## src/rtl/pipeline_ctrl.sv

```systemverilog
// Stall/flush controller for the 5-stage MIPS32 pipeline: arbitrates flush, multi-cycle EX
// occupancy and load-use hazards, and keeps a saturating stall-cycle counter.
module pipeline_ctrl #(
  parameter int CNT_W = 6
) (
  input  logic             clk,
  input  logic             rst,
  input  logic             id_load_use,
  input  logic             ex_mc_start,
  input  logic [CNT_W-1:0] ex_mc_cycles,
  input  logic             flush_req,
  output logic [5:0]       stall,
  output logic             id_ex_bubble,
  output logic             flush,
  output logic             ex_mc_last,
  output logic             ex_mc_abort,
  output logic [31:0]      stall_cycles
);

  typedef enum logic {RUN = 1'b0, MC = 1'b1} state_t;

  localparam logic [5:0]       STALL_MC = 6'b001111;
  localparam logic [5:0]       STALL_LU = 6'b000111;
  localparam logic [CNT_W-1:0] CNT_ONE  = CNT_W'(1);
  localparam logic [CNT_W-1:0] CNT_TWO  = CNT_W'(2);

  state_t           r_state;
  state_t           w_state_nxt;
  logic [CNT_W-1:0] r_cnt;
  logic [CNT_W-1:0] w_cnt_nxt;
  logic [31:0]      r_stall_cycles;

  always_ff @(posedge clk) begin
    if (rst) begin
      r_state        <= RUN;
      r_cnt          <= '0;
      r_stall_cycles <= '0;
    end else begin
      r_state <= w_state_nxt;
      r_cnt   <= w_cnt_nxt;
      if (stall[0] && (r_stall_cycles != 32'hFFFF_FFFF))
        r_stall_cycles <= r_stall_cycles + 32'd1;
    end
  end

  // Outputs are combinational so a hazard is honoured in the cycle it is raised.
  always_comb begin
    w_state_nxt  = r_state;
    w_cnt_nxt    = r_cnt;
    stall        = '0;
    id_ex_bubble = 1'b0;
    flush        = 1'b0;
    ex_mc_last   = 1'b0;
    ex_mc_abort  = 1'b0;
    if (!rst) begin
      case (r_state)
        RUN: begin
          if (flush_req) begin
            flush = 1'b1;
          end else if (ex_mc_start) begin
            if (ex_mc_cycles == CNT_TWO) begin
              stall      = STALL_MC;
              ex_mc_last = 1'b1;
            end else if (ex_mc_cycles > CNT_TWO) begin
              stall       = STALL_MC;
              w_cnt_nxt   = ex_mc_cycles - CNT_TWO;
              w_state_nxt = MC;
            end
          end else if (id_load_use) begin
            stall        = STALL_LU;
            id_ex_bubble = 1'b1;
          end
        end
        MC: begin
          if (flush_req) begin
            flush       = 1'b1;
            ex_mc_abort = 1'b1;
            w_cnt_nxt   = '0;
            w_state_nxt = RUN;
          end else begin
            stall = STALL_MC;
            // cnt of 0 is unreachable; treating it as last keeps the FSM from wrapping.
            if (r_cnt <= CNT_ONE) begin
              ex_mc_last  = 1'b1;
              w_state_nxt = RUN;
            end else begin
              w_cnt_nxt = r_cnt - CNT_ONE;
            end
          end
        end
        default: w_state_nxt = RUN;
      endcase
    end
  end

  assign stall_cycles = r_stall_cycles;

endmodule
```

## config.mk

```make
export PLATFORM = sky130hd
export DESIGN_NAME = pipeline_ctrl
export DESIGN_NICKNAME = d
export VERILOG_FILES = /design/src/rtl/pipeline_ctrl.sv
export SDC_FILE = /design/constraint.sdc
export NUM_CORES = 1
export LEC_CHECK = 0
export BUFFER_PORTS_ARGS = -buffer_cell sky130_fd_sc_hd__buf_2
export CAP_MARGIN = 10
export CORE_ASPECT_RATIO = 0.5
export CORE_MARGIN = 1
export CORE_UTILIZATION = 56
export CTS_BUF_LIST = sky130_fd_sc_hd__clkbuf_2 sky130_fd_sc_hd__clkbuf_4 sky130_fd_sc_hd__clkbuf_8
export CTS_CLUSTER_DIAMETER = 30
export DETAILED_ROUTE_END_ITERATION = 8
export PLACE_DENSITY = 0.82
export SYNTH_ARGS = -nofsm -noshare
export SYNTH_HDL_FRONTEND = slang
export SYNTH_SLANG_ARGS = --single-unit
```

## constraint.sdc

```tcl
create_clock -name clk -period 2.2 [get_ports clk]
set_input_delay 0 -clock clk [delete_from_list [all_inputs] [get_ports clk]]
set_output_delay 0 -clock clk [all_outputs]
set_load 0.005 [all_outputs]
```

== Word-level counts from Yosys, hierarchy flattened ==
Cells that the tools add are included.

* Order comparisons: 2
* Muxes and demuxes: 38
* Add/sub/neg operators: 3
* Bitwise logic cells: 1
* Equal/unequal tests: 7
* Reductions and logical operators: 2

{| class="wikitable"
|+ Operator list
! operator !! number
|-
| $mux 6 || 9
|-
| $add 32x1->32 const B || 1
|-
| $ne 32x32->1 const B || 1
|-
| $pmux 6 s2 || 2
|-
| $mux 1 || 21
|-
| $mux 4 || 3
|-
| $ne 2x2->1 const B || 4
|-
| $eq 6x2->1 const B || 1
|-
| $gt 6x2->1 const B || 1
|-
| $le 6x1->1 const B || 1
|-
| $sub 6x1->6 const B || 1
|-
| $sub 6x2->6 const B || 1
|-
| $reduce_and 5->1 || 1
|-
| $pmux 1 s2 || 2
|-
| $mux 3 || 1
|-
| $ne 3x3->1 const B || 1
|-
| $logic_and 1x1->1 || 1
|-
| $not 1->1 || 1
|}

* Bits in registers: 39
* Input bits: 11

== Logic depth before layout (Yosys ltp) ==
Gate-level depths: netlist of the first run.

* Depth in word-level cells: 8
* Mapped depth: 8

== Worst setup path before layout of the first run ==
No wires, ideal clock.

* Kind: register to register
* Start: reg r_stall_cycles[2], in the netlist stall_cycles[2]
* End: reg r_stall_cycles[19], in the netlist stall_cycles[19]
* Path buffers: 0
* Required time: 2.079 ns
* Setup time: 0.121 ns
* Cell stages (with the launch flop): 6
* Arrival: 1.753 ns
* Path slack: 0.326 ns
* Cells stage by stage: dfxtp_1 > nand4_4 > nor4_4 > a21oi_1 > nand4_1 > mux2_2

* Longest elaborated chain between the ends: 2

{| class="wikitable"
|+ Ends and longest elaborated chain
! element !! RTL line !! RTL
|-
| start, declared || 31 || <nowiki>logic [31:0] r_stall_cycles;</nowiki>
|-
| start signal, assigned || 42 || <nowiki>r_stall_cycles <= r_stall_cycles + 32'd1;</nowiki>
|-
| branches (longest 2 deep; another with $add 32x1->32) || n/a ||
|}

Several ways; the timed one is not identified.
A chain may end at the register's enable or synchronous reset.

== Worst setup path after layout of the first run ==
* Start: reg r_stall_cycles[0], in the netlist stall_cycles[0]
* End: reg r_stall_cycles[11], in the netlist stall_cycles[11]

The elaborated chain is that of the path after synthesis.

==> flow_summary.yaml, run 1 <==
timing:
  slew_headroom: 0.606
  fmax_ghz: 0.484
  skew_ns: 0.00664
  hold_viol_final: 0
  setup_viol: 0
  setup_tns_ns: 0
  report.final.slew_viol_count: 0
  rsz0062_at_grt: "false"
  tightest_slew_ns: 0.591
  fin_crit_ns: 2.07
  setup_slack_ns: 0.134
  holdWs_ns: 0.0451
  post-route-period-util: 0.939
worst_hold_path:
  hold_class: "input port to flop"
yosys:
  synth_seq_cells: 39
  yosys-top-cells-area: "dfxtp_1 (34%), a21oi_1 (7.8%), or3_1 (4.8%), o31ai_1 (3.9%), nand4_1 (3.5%)"
  netlist_instances: 288
  synth_cell_types: 56
  synth-edff-count: 0
  syn_area_mm2: 0.00232
  synth_top_area_share: 0.336
  synth_warnings: 0
  synth_seq_area_share: 0.336
  synth-async-reset-ratio: 0
  avgSynthCellArea_um2: 8.07
  synth-main-ff-cell: "dfxtp_1"
  yosys.area.top_type: "dfxtp_1"
critical_path:
  slowest_delay_ns: 0.43
  slowest_stage: "nor4_4"
  cp_cell_sequence: "ha_2 > nand3_1 > nor4_4 > a21oi_1 > nand3_1 > mux2_2"
  critPathLaunchType: "flop"
  cp.required_ns: 2.38
  cp_max_fo: 6
  crit_type: "flop to flop"
  critPathBufInv: 0
  cp.arrival_ns: 2.24
  worst_setup_path_end_kind: "flop"
  cp_common_cell: "nand3_1"
  cp_top_family: "simple AND/OR/NAND/NOR gates"
grt:
  grt_pass1_wl_um: 8270
  grt_max_degree: 45
  antenna_found_initial: 0
  grt.total_usage: 0.241
  grt_pass1_vias: 1812
  gr-total-overflow: 0
placed_design:
  place_hpwl_um: 3870
  finalWeightedCongestion: 0.871
  port_buffers: 50
  pre_cts_ws_ns: 0.123
clock_network:
  path_clk_slew_ns: 0.07
  cts_hold_buf: 0
  clock_sinks: 39
  numCtsBuffers: 5
  clockBufferDepth: 2
  cts_tree: "yes"
  cts_root_buf: "clkbuf_8"
  clock_latency_ns: 0.29
  h-tree-depth: 2
die:
  die_height_um: 47.5
  rows: 16
  dieArea_mm2: 0.00443
  coreArea_mm2: 0.00394
  initial_core_util: 0.589
  io_pins: 53
  die-width_um: 93.1
routing:
  drt_iter0_drc: 157
  firstDrtPassIters: 4
  drt-total-wl_um: 5520
  vias: 2383
  via_per_inst: 6.03
  routedWlPerCell_um: 14.0
  drc: 0
  final_antenna_net_count: 0
run_status:
  status: "completed"
power:
  powerDensity_mw_per_mm2: 502
  peakVddDrop_mv: 0.247
  total_power_mw: 1.37
  leakagePower_nw: 1.10
flow_run:
  drv_cap: 0
layout:
  fillerInstances: 337
  area_growth_pct: 17.6
  drive_gt1_frac: 0.255
  final_cell_mix: "buf_2 (50), dfxtp_1 (37), a21oi_1 (36)"
  nNetsFinal: 357
  final_common_cell: "buf_2"
  antennaDiodeCount: 0
==> area by class of cell <==
type,count,area (um2),share of cell area
multi-input combinational,224,1430,0.524
sequential,39,783,0.287
timing repair buffer,61,333,0.122
clock buffer,6,76.3,0.0279
tap,54,67.6,0.0247
inverter,11,41.3,0.0151
==> through the flow <==
stage | cell area [um2] | utilization | cells
6_report | 2730 | 0.693 | 395
3_5_place_dp | 2610 | 0.662 | 385
2_1_floorplan | 2330 | - | 289
4_1_cts | 2690 | 0.681 | 391
5_1_grt | 2730 | 0.693 | 395
3_3_place_gp | 2610 | 0.662 | 385
==> power by group <==
group          leakage, nW  internal (mW)  switching, mW
logic                0.748         0.0694          0.111
registers            0.316          0.720         0.0171
clock network       0.0406          0.224          0.231
==> synthesized netlist by cell type (3+ instances only) <==
cell,n
and3_1,5
buf_4,4
o21ai_1,6
o31ai_1,12
nand3_1,11
nor3b_1,3
inv_1,11
nand2_1,17
xnor2_1,5
ha_1,4
o21ai_0,10
or3_1,18
nor3_1,7
nor2b_1,4
nand4_1,13
a21oi_1,36
nor2_1,21
or4_1,10
dfxtp_1,39
clkbuf_1,6
==> tightest hold or removal path, delay by kind of cell <==
family | cells | cell delay, ns
compound gates | 1 | 0.06
buf+inv | 1 | 0.09
simple gates | 2 | 0.15
==> state kept, by name, summed over array words and instances, names as in the netlist <==
register and flops:
stall_cycles 32, r_cnt 6, r_state 1
==> final timing paths <==
check | startpoint | to | slack [ns] | cells past startpoint
worst max-delay path | stall_cycles[0] | stall_cycles[11] | 0.13 | 6
worst min-delay path | rst | r_cnt[2] | 0.05 | 4
worst max register to register | stall_cycles[0] | stall_cycles[11] | 0.13 | 6
worst min register to register | r_cnt[4] | r_cnt[4] | 0.49 | 2
==> kinds of logic (layout without fill, tap and decap cells) <==
logic type | count (synthesis) | count (layout) | synth area share
simple gates | 128 | 128 | 0.334
fa+ha+maj | 4 | 4 | 0.0215
flops | 39 | 39 | 0.336
xor+xnor | 7 | 7 | 0.0264
buf+inv | 27 | 78 | 0.0582
compound gates | 79 | 80 | 0.206
other cells | 1 | 2 | 0.00161
mux | 3 | 3 | 0.0162
==> metal layers <==
layer / global-route usage / vias to the layer above / wire length, um
li1: - / 1185 / -
met4: 0.0615 / 0 / 34
met5: 0 / - / 0
met3: 0.0476 / 6 / 295
met1: 0.326 / 1101 / 2680
met2: 0.407 / 91 / 2500
==> what timing repair did <==
item / 4_1_cts / 5_1_grt
endpoints found under the setup margin: 0 / 9
buffers inserted: 0 / 3
resized for setup: 0 / 4
(Power assumes the default switching activity.)
==> run 2: changes to the inputs <==
==> constraint.sdc (replaced) <==
create_clock -name clk -period 2.2 [get_ports clk]
set_input_delay 0.22 -clock clk [delete_from_list [all_inputs] [get_ports clk]]
set_output_delay 0.22 -clock clk [all_outputs]
set_load 0.005 [all_outputs]
==> flow_summary.yaml, run 2 (synthesis gave the netlist of run 1 again) <==
die:
  die-width_um: 93.1
  io_pins: 53
  die_height_um: 47.5
  initial_core_util: 0.589
  rows: 16
  coreArea_mm2: 0.00394
  dieArea_mm2: 0.00443
critical_path:
  cp_max_fo: 6
  critPathBufInv: 1
  crit_type: "flop to flop"
  critPathLaunchType: "flop"
  cp.required_ns: 2.42
  cp.arrival_ns: 2.30
  slowest_delay_ns: 0.41
  slowest_stage: "nor4_4"
  cp_top_family: "simple AND/OR/NAND/NOR gates"
  worstRegToRegCells: 7
  reg2reg_from: "stall_cycles[1]"
  r2r_end: "stall_cycles[24]"
  cp_cell_sequence: "ha_2 > nand3_1 > nor4_4 > buf_4 > nand2_2 > or4_1 > a21oi_1"
  worst_setup_path_end_kind: "flop"
  regToRegSetupSlack_ns: 0.12
power:
  comb_power_share: 0.129
  internal_power_mw: 1.04
  switchingPower_uw: 371
  peakVddDrop_mv: 0.243
  leakagePower_nw: 1.09
  powerDensity_mw_per_mm2: 515
  sw_frac_of_total: 0.263
  seqPwrFrac: 0.524
  pwr-share-clk: 0.347
clock_network:
  numCtsBuffers: 5
  clockBufferDepth: 2
  h-tree-depth: 2
  cts_root_buf: "clkbuf_8"
  path_clk_slew_ns: 0.07
  clock_latency_ns: 0.29
  cts_tree: "yes"
  cts_hold_buf: 0
  clock_sinks: 39
layout:
  largest_reg_flops: 32
  area_growth_pct: 17.5
  final_util: 0.692
  nNetsFinal: 355
  final_common_cell: "buf_2"
  antennaDiodeCount: 0
  fillerInstances: 322
  design_area_mm2: 0.00273
  drive_gt1_frac: 0.250
  final_cell_mix: "buf_2 (50), dfxtp_1 (38), a21oi_1 (36)"
run_status:
  status: "completed"
routing:
  via_per_inst: 5.95
  firstDrtPassIters: 4
  drt_iter0_drc: 156
  routedWlPerCell_um: 14.2
  drt-total-wl_um: 5610
  vias: 2345
  final_antenna_net_count: 0
  drc: 0
timing:
  post-route-period-util: 0.946
  fmax_ghz: 0.481
  skew_ns: 0.00622
  setup_viol: 0
  tightest_slew_ns: 0.542
  hold_viol_final: 0
  holdWs_ns: 0.279
  slew_headroom: 0.639
  fin_crit_ns: 2.08
  report.final.slew_viol_count: 0
grt:
  grt_max_degree: 45
  grt_pass1_vias: 1867
  antenna_found_initial: 0
  grt.total_usage: 0.249
  grt_pass1_wl_um: 8600
  gr-total-overflow: 0
flow_run:
  drv_cap: 0
placed_design:
  finalWeightedCongestion: 0.869
  placed_area_mm2: 0.00262
  place_hpwl_um: 4030
  port_buffers: 50
worst_hold_path:
  min_from: "rst"
  hold_class: "input port to flop"
  min_to: "r_cnt[2]"
  min_delay_path_depth: 4
[run 2: worst max-delay path by stage]
| stage | start | end | slack [ns] | cells past startpoint |
|---|---|---|---|---|
| after floorplan | stall_cycles[2] | stall_cycles[19] | 0.33 | 5 |
| after global placement | ex_mc_cycles[5] | stall_cycles[19] | 0.24 | 6 |
| after detailed placement | stall_cycles[7] | stall_cycles[19] | 0.19 | 5 |
| after CTS | stall_cycles[6] | stall_cycles[19] | 0.17 | 5 |
| after global routing | stall_cycles[1] | stall_cycles[19] | -0.006 | 6 |
| final | stall_cycles[1] | stall_cycles[24] | 0.12 | 7 |
[run 2: final cells by class]
type | instances | area [um2] | area share
inverter | 11 | 41.3 | 0.0151
clock buffer | 6 | 82.6 | 0.0302
tap | 54 | 67.6 | 0.0247
clock inverter | 1 | 5.00 | 0.00183
sequential | 39 | 782 | 0.286
timing repair buffer | 60 | 338 | 0.124
multi-input combinational | 223 | 1410 | 0.518
[run 2: layer usage]
| layer | part of all wire | track usage | vias up |
|---|---|---|---|
| met3 | 0.065 | 0.0540 | 6 |
| met1 | 0.47 | 0.326 | 1083 |
| met4 | 0.0068 | 0.0646 | 0 |
| met5 | 0 | 0 | - |
| li1 | - | - | 1169 |
| met2 | 0.46 | 0.435 | 87 |
[run 2: power groups by stage]
stage	combinational, mW	clock [mW]	sequential, mW
floorplan	0.138	0	0.745
global placement	0.172	0	0.751
detailed placement	0.179	0	0.752
CTS	0.180	0.501	0.736
global route	0.202	0.529	0.739
finish	0.181	0.489	0.737
[run 2: per-stage QoR]
step	TNS (ns)	worst slack (ns)	std cells	power, mW
final	0	0.120	394	1.41
after global routing	-0.0135	-0.00559	394	1.47
after CTS	0	0.172	392	1.42
after detailed placement	0	0.189	385	0.931
after global placement	0	0.240	385	0.923
after floorplan	0	0.326	289	0.883
[run 2: worst reg2reg max path, cell delays in order (launching register included)]
cell	delay [ns]
dfxtp_1	0.40
ha_2	0.23
nand3_1	0.14
nor4_4	0.41
buf_4	0.19
nand2_2	0.08
or4_1	0.40
a21oi_1	0.16
[run 2: repair_timing]
action	4_1_cts	5_1_grt
resized for setup	0	2
buffers inserted	0	2
endpoints found under the setup margin	0	1
==> run 3: changes to the inputs <==
--- a/config.mk
+++ b/config.mk
@@ -7,11 +7,11 @@
 export LEC_CHECK = 0
 export BUFFER_PORTS_ARGS = -buffer_cell sky130_fd_sc_hd__buf_2
 export CAP_MARGIN = 10
-export CORE_ASPECT_RATIO = 0.5
+export CORE_ASPECT_RATIO = 0.7
 export CORE_MARGIN = 1
 export CORE_UTILIZATION = 56
 export CTS_BUF_LIST = sky130_fd_sc_hd__clkbuf_2 sky130_fd_sc_hd__clkbuf_4 sky130_fd_sc_hd__clkbuf_8
-export CTS_CLUSTER_DIAMETER = 30
+export CTS_CLUSTER_DIAMETER = 80
 export DETAILED_ROUTE_END_ITERATION = 8
 export PLACE_DENSITY = 0.82
 export SYNTH_ARGS = -nofsm -noshare
==> flow_summary.yaml, run 3 (synthesis gave the netlist of run 1 again) <==
critical_path:
  cp.required_ns: 2.42
  critPathBufInv: 1
  critPathLaunchType: "flop"
  cp_top_family: "simple AND/OR/NAND/NOR gates"
  slowest_delay_ns: 0.47
  worst_setup_path_end_kind: "flop"
  cp_max_fo: 6
  crit_type: "flop to flop"
  r2r_end: "stall_cycles[24]"
  cp_num_cells: 6
  slowest_stage: "nor4_4"
  cp-endpoint: "stall_cycles[24]"
  worstRegToRegCells: 6
  cp_cell_sequence: "nand4_4 > nor4_4 > buf_4 > nand2_2 > or4_1 > a21oi_1"
  reg2reg_from: "stall_cycles[3]"
  cp.arrival_ns: 2.25
  startpoint: "stall_cycles[3]"
  regToRegSetupSlack_ns: 0.17
timing:
  post-route-period-util: 0.924
  setup_tns_ns: 0
  hold_viol_final: 0
  report.final.slew_viol_count: 0
  setup_viol: 0
  slew_headroom: 0.635
  fin_crit_ns: 2.03
  rsz0062_at_grt: "false"
  tightest_slew_ns: 0.548
  skew_ns: 0.00730
  fmax_ghz: 0.492
routing:
  drc: 0
  firstDrtPassIters: 5
  routedWlPerCell_um: 14.6
  drt_iter0_drc: 300
  via_per_inst: 6.10
  final_antenna_net_count: 0
  vias: 2446
  drt-total-wl_um: 5860
die:
  io_pins: 53
  die_height_um: 55.9
  dieArea_mm2: 0.00441
  die-width_um: 79.0
  coreArea_mm2: 0.00395
  rows: 19
  initial_core_util: 0.589
run_status:
  status: "completed"
grt:
  grt_max_degree: 45
  grt.total_usage: 0.283
  grt_pass1_vias: 2100
  gr-total-overflow: 0
  antenna_found_initial: 0
  grt_pass1_wl_um: 9930
layout:
  final_cell_mix: "buf_2 (50), dfxtp_1 (39), a21oi_1 (36)"
  antennaDiodeCount: 0
  final_common_cell: "buf_2"
  nNetsFinal: 363
  largest_reg_flops: 32
  area_growth_pct: 19.3
  drive_gt1_frac: 0.264
  final_util: 0.703
power:
  switchingPower_uw: 373
  seqPwrFrac: 0.521
  internal_power_mw: 1.04
  pwr-share-clk: 0.348
  comb_power_share: 0.132
  peakVddDrop_mv: 0.380
  leakagePower_nw: 1.13
  powerDensity_mw_per_mm2: 509
  sw_frac_of_total: 0.265
clock_network:
  cts_tree: "yes"
  numCtsBuffers: 5
  cts_resized: 0
  clock_sinks: 39
  h-tree-depth: 2
  cts_hold_buf: 0
  path_clk_slew_ns: 0.08
  cts_root_buf: "clkbuf_8"
  clock_latency_ns: 0.29
  cts_setup_buffers: 0
  clockBufferDepth: 2
placed_design:
  finalWeightedCongestion: 0.940
  port_buffers: 50
  place_hpwl_um: 4340
worst_hold_path:
  hold_class: "input port to flop"
flow_run:
  drv_cap: 0
run 3: cell count changes in the layout (fill, tap and decap cells not counted):
cell / before / now
buf_4: 9 / 18
ha_1: 3 / 4
clkbuf_4: 0 / 2
buf_12: 1 / 0
dfxtp_2: 1 / 0
clkbuf_8: 6 / 5
dfxtp_1: 38 / 39
ha_2: 1 / 0
run 3: worst min-delay path by stage:
stage / cells past startpoint / slack, ns / from / endpoint
2_1_floorplan: 2 / 0.41 / flush_req / r_state
3_3_place_gp: 2 / 0.48 / r_cnt[4] / r_cnt[4]
3_5_place_dp: 2 / 0.48 / r_cnt[4] / r_cnt[4]
4_1_cts: 4 / 0.29 / rst / r_cnt[2]
5_1_grt: 4 / 0.29 / rst / r_cnt[2]
6_report: 4 / 0.29 / rst / r_cnt[2]
run 3: worst reg2reg max path, delay by kind of cell, from the launching register on:
family	cells	cell delay, ns
compound gates	1	0.17
buf+inv	1	0.19
flops	1	0.45
simple gates	4	1.13
run 3: cell type report:
cell class	count	area (um2)
flip-flops and latches	39	781
clock inverters	1	5.00
inverters	11	41.3
fillers	346	1170
multi-input cells	223	1410
clock buffers	7	83.8
well taps	52	65.1
repair buffers	68	385
run 3: routing by layer:
layer,share of wire,up-vias,GRT usage,routed length [um]
li1,-,1193,-,-
met3,0.090,7,0.0574,526
met4,0.0094,0,0.0649,55
met2,0.41,120,0.395,2430
met1,0.49,1126,0.441,2850
met5,0,-,0,0
run 3: power by group through the flow:
stage	logic (mW)	registers (mW)	clock network, mW
after CTS	0.182	0.734	0.495
after floorplan	0.138	0.745	0
after global routing	0.207	0.737	0.527
after detailed placement	0.182	0.750	0
after global placement	0.178	0.750	0
final	0.186	0.735	0.491
run 3: metrics by stage:
stage	total power, mW	setup WS (ns)	area [um2]	hold WS (ns)	std cells
after CTS	1.41	0.184	2770	0.286	401
after detailed placement	0.932	0.218	2680	0.485	393
after global placement	0.928	0.272	2680	0.475	393
after global routing	1.47	0.0183	2770	0.294	401
final	1.41	0.168	2770	0.292	401
after floorplan	0.883	0.326	2330	0.415	289
